--- src/rtl/tbird_lights_param.sv ---
// Sequential turn / hazard / brake lamp controller with N_LAMPS per side and a built-in step prescaler.
// Latency: outputs are registered, so they change on the same edge as state; steps are TICK_DIV cycles long.
// Backpressure: none; level inputs are sampled every cycle, and turn requests are ignored until the FSM is back in IDLE.
module tbird_lights_param #(
    parameter int N_LAMPS  = 3,
    parameter int TICK_DIV = 4,
    parameter int CNT_W    = $clog2(TICK_DIV + 1)
) (
    input  logic               clk,
    input  logic               reset,
    input  logic               left,
    input  logic               right,
    input  logic               hazard,
    input  logic               brake,
    output logic [N_LAMPS-1:0] lights_l,
    output logic [N_LAMPS-1:0] lights_r,
    output logic               busy
);

    localparam int                 SW        = $clog2(N_LAMPS + 1);
    localparam logic [SW-1:0]      STEP_LAST = SW'(N_LAMPS);
    localparam logic [CNT_W-1:0]   CNT_LAST  = CNT_W'(TICK_DIV - 1);
    localparam logic [N_LAMPS-1:0] ALL_ON    = '1;

    typedef enum logic [2:0] {IDLE, LEFT, RIGHT, HAZ_ON, HAZ_OFF} state_t;

    state_t             state, state_nxt;
    logic [SW-1:0]      step, step_nxt;
    logic [CNT_W-1:0]   cnt, cnt_nxt;
    logic [N_LAMPS-1:0] therm;
    logic [N_LAMPS-1:0] lights_l_nxt, lights_r_nxt;
    logic               tick;
    logic               haz_req;

    assign tick    = (cnt == CNT_LAST);
    assign haz_req = hazard | (left & right);

    always_ff @(posedge clk or negedge reset) begin
        if (!reset) begin
            state    <= IDLE;
            step     <= '0;
            cnt      <= '0;
            lights_l <= '0;
            lights_r <= '0;
            busy     <= 1'b0;
        end else begin
            state    <= state_nxt;
            step     <= step_nxt;
            cnt      <= cnt_nxt;
            lights_l <= lights_l_nxt;
            lights_r <= lights_r_nxt;
            busy     <= (state_nxt != IDLE);
        end
    end

    // Next state, step and prescaler; every state change also zeroes the prescaler.
    always_comb begin
        state_nxt = state;
        step_nxt  = step;
        cnt_nxt   = tick ? '0 : cnt + CNT_W'(1);
        case (state)
            IDLE: begin
                cnt_nxt  = '0;
                step_nxt = '0;
                if (haz_req) begin
                    state_nxt = HAZ_ON;
                end else if (left) begin
                    state_nxt = LEFT;
                    step_nxt  = SW'(1);
                end else if (right) begin
                    state_nxt = RIGHT;
                    step_nxt  = SW'(1);
                end
            end
            LEFT, RIGHT: begin
                if (haz_req) begin
                    state_nxt = HAZ_ON;
                    step_nxt  = '0;
                    cnt_nxt   = '0;
                end else if (tick) begin
                    if (step == STEP_LAST) begin
                        step_nxt = '0;
                    end else if (step == '0) begin
                        state_nxt = IDLE;
                    end else begin
                        step_nxt = step + SW'(1);
                    end
                end
            end
            HAZ_ON: begin
                if (tick) state_nxt = HAZ_OFF;
            end
            HAZ_OFF: begin
                if (tick) state_nxt = haz_req ? HAZ_ON : IDLE;
            end
            default: begin
                state_nxt = IDLE;
                step_nxt  = '0;
                cnt_nxt   = '0;
            end
        endcase
    end

    // Lamp values are decoded from the next state so they land on the same edge.
    always_comb begin
        therm = '0;
        for (int i = 0; i < N_LAMPS; i++) begin
            therm[i] = (SW'(i) < step_nxt);
        end
        lights_l_nxt = '0;
        lights_r_nxt = '0;
        case (state_nxt)
            IDLE: begin
                if (brake) begin
                    lights_l_nxt = ALL_ON;
                    lights_r_nxt = ALL_ON;
                end
            end
            LEFT: begin
                lights_l_nxt = therm;
                lights_r_nxt = brake ? ALL_ON : '0;
            end
            RIGHT: begin
                lights_r_nxt = therm;
                lights_l_nxt = brake ? ALL_ON : '0;
            end
            HAZ_ON: begin
                lights_l_nxt = ALL_ON;
                lights_r_nxt = ALL_ON;
            end
            default: begin
                lights_l_nxt = '0;
                lights_r_nxt = '0;
            end
        endcase
    end

endmodule

--- config.mk ---
export PLATFORM = sky130hd
export DESIGN_NAME = tbird_lights_param
export DESIGN_NICKNAME = d
export VERILOG_FILES = /design/src/rtl/tbird_lights_param.sv
export SDC_FILE = /design/constraint.sdc
export NUM_CORES = 1
export LEC_CHECK = 0
export CORE_MARGIN = 5
export CORE_UTILIZATION = 50
export DETAILED_ROUTE_END_ITERATION = 10
export GPL_TIMING_DRIVEN = 0
export PLACE_DENSITY = 0.74
export SETUP_SLACK_MARGIN = 0.15
export SYNTH_ARGS = -nofsm -noshare
export SYNTH_HDL_FRONTEND = slang
export SYNTH_SLANG_ARGS = --single-unit
--- constraint.sdc ---
create_clock -name clk -period 2.1 [get_ports clk]
set_clock_uncertainty 0.15 [all_clocks]
set_input_delay 0.63 -clock clk [delete_from_list [all_inputs] [get_ports clk]]
set_output_delay 0.63 -clock clk [all_outputs]
set_load 0.05 [all_outputs]
==> flow_metrics.tcl <==
set metrics [dict create \
    status "finished, final reports clean" \
    n_fill_cell 108 \
    setup_violations 0 \
    min-delay-start "cnt[0]" \
    synth_warnings 0 \
    maxCapViolCount 0 \
    grt_pass1_wl_um 3174 \
    vias 707 \
    num_rows 14 \
    start_util_pct 54.01 \
    ys.flop_type "dfrtp_1" \
    io_buffer_count 12 \
    synthArstFlopShare_pct 100.0 \
    peakVddDrop_uv 1233 \
    worstSetupStartpoint "hazard" \
    grt_pass1_vias 711 \
    fin_nets 113 \
    ios 13 \
    yosys-top-cells-count "dfrtp_1, nand2_1, ha_1, inv_1, o31a_1" \
    crit_type "in2reg" \
    firstDrtPassIters 4 \
    htree_levels 1 \
    syn_to_final_growth_pct 35.07 \
    drc_errors 0 \
    finalPower_mw 1.766 \
    r2r_setup_slack_ns 0.07 \
    powerDensity_nw_per_um2 1553 \
    dpl_cell_area_sq_um 982.2 \
    synth_area_sq_um 842.1 \
    synth_top_cell_area_share_pct 44.58 \
    die-area_sq_um 2605 \
    rsz0062_at_grt "yes" \
    overflow 0 \
    synth_area_leader_cell "dfrtp_1" \
    grt_max_degree 16 \
    syn_inst 78 \
    fmax_mhz 485.2 \
    period_share_pct 98.14 \
    yosysSeqAreaShare_pct 44.58 \
    antenna_cells 0 \
    layout.cells.non_filler 118 \
    antenna_found_initial 0 \
    path_clk_slew_ns 0.08 \
    clock_sinks 15 \
    track_usage_pct 16.17 \
    r2r_start "cnt[0]" \
    core_area_sq_um 1559 \
    die_h_um 51.04 \
    reg2reg_depth 6 \
    whs_path_depth 1 \
    cts_hold_buf 0 \
    hold_viol 0 \
    post-route-min-period_ns 2.061 \
    postRouteAntennaNets 0 \
    path_max_fanout 6 \
    worst_slack_ns 0.03911 \
    die_w_um 51.04 \
    max-slew-margin-rel_pct 57.14 \
    mappedNetlistNets 88 \
    drive_gt1_share_pct 34.31 \
    r2r-end "lights_r[0]" \
    place_congestion 0.8286 \
    clock_path_buffers 2 \
    hold_path_class "reg2reg" \
    cp-start-kind "input port" \
    post_synth.cell_area_avg_sq_um 10.80 \
    synth.distinct_cells 37 \
    vias_per_cell 5.992 \
    min_to "cnt[0]" \
    cp-end-kind "register" \
    clock-root-buffer "clkbuf_4" \
    slew_viol_final 0 \
    cp.arrival_ns 2.07 \
    yosysMostFrequentCell "dfrtp_1" \
    synthTopCellsByArea "dfrtp_1, ha_1, o31a_1, buf_6, nand2_1" \
    tightest_slew_ns 0.6409 \
    wire_per_inst_um 16.05 \
    cts_tree "yes" \
    ys_ff_latch 15 \
    drtIter0Drc 19 \
    drt-total-wl_um 1894 \
    critPathRequiredTime_ns 2.11 \
    post-place-cells 106 \
    final_util_pct 72.95 \
    cts_made_buffers 3 \
    cellLeakagePower_nw 0.4648 \
    worstSkewPairLatency_ns 0.27 \
    synth-edff-count 0 \
    pre_cts_slack_ns -0.5558 \
    hpwlAfterDp_um 1183 \
    fin_area_sq_um 1137 \
]
==> timing repair <==
action                     CTS  global route
pin swaps                    9             7
setup buffers                5             3
setup endpoints to repair   20            12
gates resized for setup     24            19
==> final cells by class <==
| class | count | area [sq um] | area share (%) |
|---|---|---|---|
| Buffer | 2 | 22.52 | 1.980 |
| Clock buffer | 4 | 26.28 | 2.310 |
| Inverter | 6 | 27.53 | 2.420 |
| Multi-Input combinational cell | 55 | 496.7 | 43.67 |
| Sequential cell | 15 | 375.4 | 33.00 |
| Tap cell | 16 | 20.02 | 1.760 |
| Timing Repair Buffer | 20 | 168.9 | 14.85 |
==> critical path: stages <==
cell and delay, ns:
clkdlybuf4s15_2 0.27, a21o_1 0.23, nor4_4 0.08, a22oi_1 0.27, nand2_1 0.16, o41a_1 0.44
==> power by group <==
part	internal (mW)	leakage, nW	total, mW	switching (mW)
registers	0.401	0.178	0.453	0.0518
logic	0.478	0.272	1.16	0.681
clock network	0.0736	0.0150	0.154	0.0802
==> per-stage QoR <==
| stage | hold slack [ns] | setup TNS [ns] |
|---|---|---|
| after CTS | 0.3074 | 0 |
| after floorplan | 0.1844 | 0 |
| after global routing | 0.3328 | -0.05821 |
| after detailed placement | 0.2960 | -4.734 |
| after global placement | 0.2828 | -4.537 |
| final | 0.3035 | 0 |
==> metal layers <==
metal	GRT usage (%)	wire length (um)
met1	21.10	839
met3	2.616	116
met4	8.969	29
met2	25.54	908
met5	0	0
==> cells in the final DEF (no fill, tap or decap), drive strengths merged, types with 3 or more instances in the layout <==
master,instances
nand2,6
a21oi,3
clkbuf,4
o31a,4
o21ai,3
buf,12
clkdlybuf4s15,6
dfrtp,15
inv,6
ha,4
==> cell families (layout without fill, tap and decap cells) <==
| family | after synthesis | in the layout | synth area share, % |
|---|---|---|---|
| flip-flops | 15 | 15 | 44.58 |
| XOR/XNOR | 2 | 2 | 2.081 |
| adder cells (fa/ha/maj) | 5 | 5 | 7.133 |
| AND/OR/NAND/NOR | 26 | 26 | 19.02 |
| buffers and inverters | 8 | 32 | 5.349 |
| AO/OA/AOI/OAI | 22 | 22 | 21.84 |
==> worst max-delay path by stage <==
stage                       end  depth (start not counted)
global placement    lights_l[0]                          7
global route        lights_l[0]                          6
CTS                 lights_l[0]                          7
detailed placement  lights_l[0]                          7
finish              lights_r[0]                          6
floorplan           lights_r[0]                          5
==> registers in the layout (all words and copies together), names as in the netlist <==
name	count
lights_r	3
cnt	3
busy	1
state	3
step	2
lights_l	3
No activity file was read; power rests on OpenSTA's default activity.
